[config.mk]
export PLATFORM = sky130hd
export DESIGN_NAME = logic_seq
export DESIGN_NICKNAME = d
export VERILOG_FILES = /design/src/rtl/vect_pkg.sv /design/src/rtl/logic_seq.sv
export SDC_FILE = /design/constraint.sdc
export NUM_CORES = 1
export LEC_CHECK = 0
export BUFFER_PORTS_ARGS = -buffer_cell sky130_fd_sc_hd__clkbuf_2
export CAP_MARGIN = 10
export CELL_PAD_IN_SITES_DETAIL_PLACEMENT = 0
export CELL_PAD_IN_SITES_GLOBAL_PLACEMENT = 1
export CORE_ASPECT_RATIO = 0.9
export CORE_MARGIN = 5
export CORE_UTILIZATION = 34
export CTS_CLUSTER_SIZE = 10
export DETAILED_ROUTE_END_ITERATION = 8
export PLACE_DENSITY_LB_ADDON = 0.1
export SYNTH_ARGS = -nofsm -noshare
export SYNTH_HDL_FRONTEND = slang
export SYNTH_SLANG_ARGS = --single-unit
[constraint.sdc]
create_clock -name module_clk_i -period 4.05 [get_ports module_clk_i]
set_clock_uncertainty 0.2 [all_clocks]
set_input_delay 0.405 -clock module_clk_i [delete_from_list [all_inputs] [get_ports module_clk_i]]
set_output_delay 0.405 -clock module_clk_i [all_outputs]
set_load 0.005 [all_outputs]
[src/rtl/vect_pkg.sv]
// vect_pkg: vector opcode constants {op[3:0], type[2:0]} and logic sequencer state type
package vect_pkg;
   localparam logic [2:0] INT  = 3'd0;
   localparam logic [2:0] MULT = 3'd1;
   localparam logic [3:0] VAND            = 4'd1;
   localparam logic [3:0] VOR             = 4'd2;
   localparam logic [3:0] VXOR            = 4'd3;
   localparam logic [3:0] VMSEQ_VMANDNOT  = 4'd4;
   localparam logic [3:0] VMSNE_VMAND     = 4'd5;
   localparam logic [3:0] VMSLTU_VMOR     = 4'd6;
   localparam logic [3:0] VMSLT_VMXOR     = 4'd7;
   localparam logic [3:0] VMSLEU_VMORNOT  = 4'd8;
   localparam logic [3:0] VMSLE_VMNAND    = 4'd9;
   localparam logic [3:0] VMSGTU_VMNOR    = 4'd10;
   localparam logic [3:0] VMSGT_VMXNOR    = 4'd11;
   typedef enum logic [2:0] {IDLE, FETCH, EXEC, WB, FIN} logic_seq_state_t;
   // mask-logical ops occupy the contiguous MULT range VMSEQ_VMANDNOT..VMSGT_VMXNOR
   function automatic logic is_logic_op(input logic [6:0] oc);
      return (oc[2:0] == INT && oc[6:3] inside {VAND, VOR, VXOR}) ||
             (oc[2:0] == MULT && oc[6:3] >= VMSEQ_VMANDNOT && oc[6:3] <= VMSGT_VMXNOR);
   endfunction
endpackage

[src/rtl/logic_seq.sv]
// logic_seq: per-element sequencer feeding an external logic unit (fetch, exec, write-back)
module logic_seq
   import vect_pkg::*;
#(
   parameter int DATA_WIDTH = 32,
   parameter int MAX_VL     = 32,
   parameter int IDX_W      = $clog2(MAX_VL),
   parameter int VL_W       = $clog2(MAX_VL+1)
) (
   input  logic                  module_clk_i,
   input  logic                  rst_ni,
   input  logic                  req_valid_i,
   output logic                  req_ready_o,
   input  logic [6:0]            req_ocode_i,
   input  logic [VL_W-1:0]       req_vl_i,
   input  logic                  req_scalar_i,
   input  logic [DATA_WIDTH-1:0] req_rs1_i,
   output logic                  rd_en_o,
   output logic [IDX_W-1:0]      rd_idx_o,
   input  logic [DATA_WIDTH-1:0] rd_a_i,
   input  logic [DATA_WIDTH-1:0] rd_b_i,
   output logic                  logic_e_o,
   output logic [DATA_WIDTH-1:0] logic_a_o,
   output logic [DATA_WIDTH-1:0] logic_b_o,
   output logic [6:0]            logic_ocode_o,
   input  logic [DATA_WIDTH-1:0] logic_result_i,
   output logic                  wb_valid_o,
   input  logic                  wb_ready_i,
   output logic [IDX_W-1:0]      wb_idx_o,
   output logic [DATA_WIDTH-1:0] wb_data_o,
   output logic                  busy_o,
   output logic                  done_o,
   output logic                  err_o
);
   logic_seq_state_t      state_q, state_d;
   logic [IDX_W-1:0]      idx_q, idx_d, wb_idx_q, wb_idx_d;
   logic [VL_W-1:0]       vl_q, vl_d;
   logic [6:0]            ocode_q, ocode_d;
   logic                  scalar_q, scalar_d, last;
   logic [DATA_WIDTH-1:0] rs1_q, rs1_d, wb_data_q, wb_data_d;

   always_ff @(posedge module_clk_i or negedge rst_ni) begin
      if (!rst_ni) begin
         state_q   <= IDLE;
         idx_q     <= '0;
         vl_q      <= '0;
         ocode_q   <= '0;
         scalar_q  <= 1'b0;
         rs1_q     <= '0;
         wb_idx_q  <= '0;
         wb_data_q <= '0;
      end else begin
         state_q   <= state_d;
         idx_q     <= idx_d;
         vl_q      <= vl_d;
         ocode_q   <= ocode_d;
         scalar_q  <= scalar_d;
         rs1_q     <= rs1_d;
         wb_idx_q  <= wb_idx_d;
         wb_data_q <= wb_data_d;
      end
   end

   assign last = VL_W'(idx_q) == vl_q - VL_W'(1);

   always_comb begin
      state_d   = state_q;
      idx_d     = idx_q;
      vl_d      = vl_q;
      ocode_d   = ocode_q;
      scalar_d  = scalar_q;
      rs1_d     = rs1_q;
      wb_idx_d  = wb_idx_q;
      wb_data_d = wb_data_q;
      case (state_q)
         IDLE: if (req_valid_i) begin
            ocode_d  = req_ocode_i;
            vl_d     = req_vl_i > VL_W'(MAX_VL) ? VL_W'(MAX_VL) : req_vl_i;
            scalar_d = req_scalar_i;
            rs1_d    = req_rs1_i;
            idx_d    = '0;
            state_d  = (!is_logic_op(req_ocode_i) || req_vl_i == '0) ? FIN : FETCH;
         end
         FETCH: state_d = EXEC;
         EXEC: begin
            wb_data_d = logic_result_i;
            wb_idx_d  = idx_q;
            state_d   = WB;
         end
         WB: if (wb_ready_i) begin
            idx_d   = last ? idx_q : idx_q + IDX_W'(1);
            state_d = last ? FIN : FETCH;
         end
         default: state_d = IDLE;
      endcase
   end

   // operands are forced to zero outside EXEC so the downstream unit sees no toggling
   assign req_ready_o   = state_q == IDLE;
   assign busy_o        = state_q != IDLE;
   assign rd_en_o       = state_q == FETCH;
   assign rd_idx_o      = idx_q;
   assign logic_e_o     = state_q == EXEC;
   assign logic_a_o     = logic_e_o ? (scalar_q ? rs1_q : rd_a_i) : '0;
   assign logic_b_o     = logic_e_o ? rd_b_i : '0;
   assign logic_ocode_o = ocode_q;
   assign wb_valid_o    = state_q == WB;
   assign wb_idx_o      = wb_idx_q;
   assign wb_data_o     = wb_data_q;
   assign done_o        = state_q == FIN;
   assign err_o         = done_o && !is_logic_op(ocode_q);
endmodule

==> results.py <==
metrics = {
    "run_status": {
        "outcome": "completed",
    },
    "yosys": {
        "avgSynthCellArea_um2": 9.84,
        "synthDominantCellAreaShare": 0.500,
        "synth_nets": 611,
        "synthCells": 463,
        "synth_area_um2": 4560,
        "ys_top_cells_by_area": "dfrtp_1 (50%), nand2_1 (10%), mux2_2 (10%)",
        "yosys.area.top_type": "dfrtp_1",
        "yosys_warnings": 0,
        "ys_ff_latch": 91,
        "seq_area_frac_synth": 0.500,
        "synth.lib_cells_used.distinct": 43,
    },
    "critical_path": {
        "path_cells": "inv_1 -> nand3_2 -> clkinv_1 -> buf_4 -> and2_1 -> clkbuf_2",
        "start_kind": "flop",
        "slowest_stage": "clkinv_1",
        "arrival_ns": 2.39,
        "crit_buf_inv": 4,
        "slowest_delay_ns": 0.65,
        "path_max_fanout": 39,
        "path_class": "reg -> out",
        "end_kind": "output port",
        "required_ns": 3.44,
        "cp_top_family": "buffers and inverters",
    },
    "finish": {
        "drive_above_1_share": 0.468,
        "final_nets": 869,
        "stdcell_count": 894,
        "area_growth_pct": 39.9,
        "num_antenna_cells": 0,
    },
    "timing": {
        "final-max-slew-violation-count": 0,
        "fmax_mhz": 334,
        "fin_crit_ns": 3.00,
        "layout_worst_path_cycle_share": 0.740,
        "rsz0062_at_grt": "false",
        "finalSetupViolCount": 0,
        "fin_tns_setup_ns": 0,
        "tightest_slew_ns": 0.914,
        "max_slew_margin": 0.391,
        "finalHoldViolations": 0,
    },
    "route": {
        "drt_first_pass_iters": 4,
        "wl_per_cell_um": 15.1,
        "drc": 0,
        "drt_iter0_markers": 186,
        "vias_per_cell": 4.54,
        "detail-route-antenna-nets": 0,
        "drt_wl_total_mm": 13.5,
        "vias": 4055,
    },
    "power": {
        "power_frac_clock": 0.184,
        "p_comb_frac": 0.445,
        "power_density_nw_per_um2": 735,
        "ir_drop_mv": 0.359,
        "leakage_nw": 3.52,
        "cell_internal_pwr_mw": 2.92,
        "seqPwrFrac": 0.371,
        "p_sw_mw": 1.76,
        "switching_share": 0.376,
    },
    "floorplan": {
        "coreArea_um2": 13300,
        "die_area_um2": 15800,
        "die_w_um": 132,
        "dieHeight_um": 120,
        "start_util": 0.343,
        "std_cell_rows": 40,
        "io_pins": 266,
    },
    "worst_hold_path": {
        "hold_path_class": "in -> reg",
    },
    "cts": {
        "ctsHoldBuffers": 1,
        "cts_tree": "done",
        "path_clk_slew_ns": 0.06,
        "clockBufferDepth": 2,
        "cts_resized": 0,
        "cts-root-buf": "clkbuf_16",
        "postCtsSetupBuffers": 0,
        "htree_num_levels": 3,
        "cts_buffers": 9,
        "numClockSinks": 91,
        "insertion_delay_ns": 0.33,
    },
    "flow_run": {
        "cap_violations": 0,
    },
    "global_route": {
        "first_global_vias": 4230,
        "overflow": 0,
        "grt_max_degree": 70,
        "grt_pass1_wl_mm": 21.9,
        "antenna_found_initial": 0,
        "gr-usage-all-layers": 0.170,
    },
    "placed_design": {
        "dp.cells": 877,
        "place_hpwl_mm": 10.4,
        "gp_congestion": 0.774,
        "port_buffers": 265,
    },
}
-- worst register-to-register path, delay by kind of cell (launching register included) --
family,cells,cell delay [ns]
buf+inv,3,0.66
mux,1,0.39
flops,1,0.46
simple gates,2,0.68
-- flip-flops by register name, indices dropped and copies added (netlist names) --
| register | cells |
|---|---|
| logic_ocode_o | 7 |
| rd_idx_o | 5 |
| rs1_q | 32 |
| scalar_q | 1 |
| state_q | 3 |
| vl_q | 6 |
| wb_data_o | 32 |
| wb_idx_o | 5 |
-- layout by cell type (no fill, tap or decap), types with 4 or more instances in the layout --
cell type	Yosys	layout
and2_1	33	33
nand2b_1	9	9
nand2_1	127	126
clkbuf_16	0	9
dfrtp_1	91	90
o21ai_1	5	5
clkbuf_2	0	264
a21oi_1	4	4
mux2_2	41	41
inv_1	7	7
buf_4	0	7
nor3_1	6	6
nor2_1	36	36
mux2i_1	36	36
xor2_1	4	4
-- layout make-up --
| type | instances | area (um^2) |
|---|---|---|
| clock buffers | 12 | 267 |
| flip-flops and latches | 91 | 2280 |
| repair buffers | 272 | 1380 |
| multi-input cells | 339 | 2150 |
| well taps | 168 | 210 |
| inverters | 8 | 30.0 |
| clock inverters | 4 | 47.5 |
| fillers | 1324 | 6890 |
-- cell families after synthesis --
logic type,after synthesis,share of synthesized area
AOI/OAI and AO/OA,23,0.0365
xor gates and xnor gates,7,0.0135
adders and majority gates,2,0.00549
buffers and inverters,33,0.0288
DFF,91,0.500
muxes,77,0.180
and+or+nand+nor,230,0.235
-- worst paths after layout --
path | startpoint | to | slack [ns] | cells past startpoint
worst max register to register | state_q[2] | scalar_q | 1.55 | 6
worst min register to register | wb_idx_o[3] | wb_idx_o[3] | 0.28 | 2
min in group asynchronous | rst_ni | rs1_q[27] | 0.48 | 2
worst max-delay path | state_q[2] | logic_b_o[10] | 1.05 | 6
worst min-delay path | logic_result_i[10] | wb_data_o[10] | 0.06 | 3
max in group asynchronous | rst_ni | wb_data_o[11] | 2.22 | 3
-- power groups by stage --
stage / sequential (mW) / combinational [mW] / clock, mW
global route: 1.81 / 2.37 / 0.926
finish: 1.74 / 2.08 / 0.863
detailed placement: 1.75 / 2.14 / 0
floorplan: 1.61 / 1.37 / 0
global placement: 1.74 / 2.10 / 0
CTS: 1.75 / 2.14 / 0.897
-- Yosys cell counts (all sizes together) --
library cell	number
a2111oi	1
a211oi	2
a21o	2
a21oi	4
a31o	1
a31oi	3
and2	33
and3	1
and3b	2
and4	1
buf	10
clkbuf	15
clkinv	1
dfrtp	91
ha	2
inv	7
mux2	41
mux2i	36
nand2	127
nand2b	9
nand3	2
nand4	3
nor2	36
nor2b	3
nor3	7
nor4	1
nor4b	2
o21ai	8
o22ai	1
o31a	1
or3	1
or4	2
xnor2	3
xor2	4
-- per-stage QoR --
stage           util  area [um^2]  power, mW  setup WS (ns)  hold slack [ns]
6_report       0.480         6370       4.68           1.05           0.0629
5_1_grt        0.480         6370       5.11          0.824           0.0600
4_1_cts        0.480         6370       4.79          0.995           0.0455
3_5_place_dp   0.456         6050       3.89           1.36            0.261
3_3_place_gp   0.456         6050       3.84           1.47            0.258
2_1_floorplan      -         4560       2.98           2.07          -0.0906
-- metal layers --
metal | global-route usage | wire length [um] | up-vias
met4 | 0.0379 | 155 | 0
met2 | 0.281 | 6560 | 138
met5 | 0 | 0 | -
met1 | 0.209 | 5560 | 1877
met3 | 0.0696 | 1200 | 11
li1 | - | - | 2029
(Power assumes the default switching activity.)
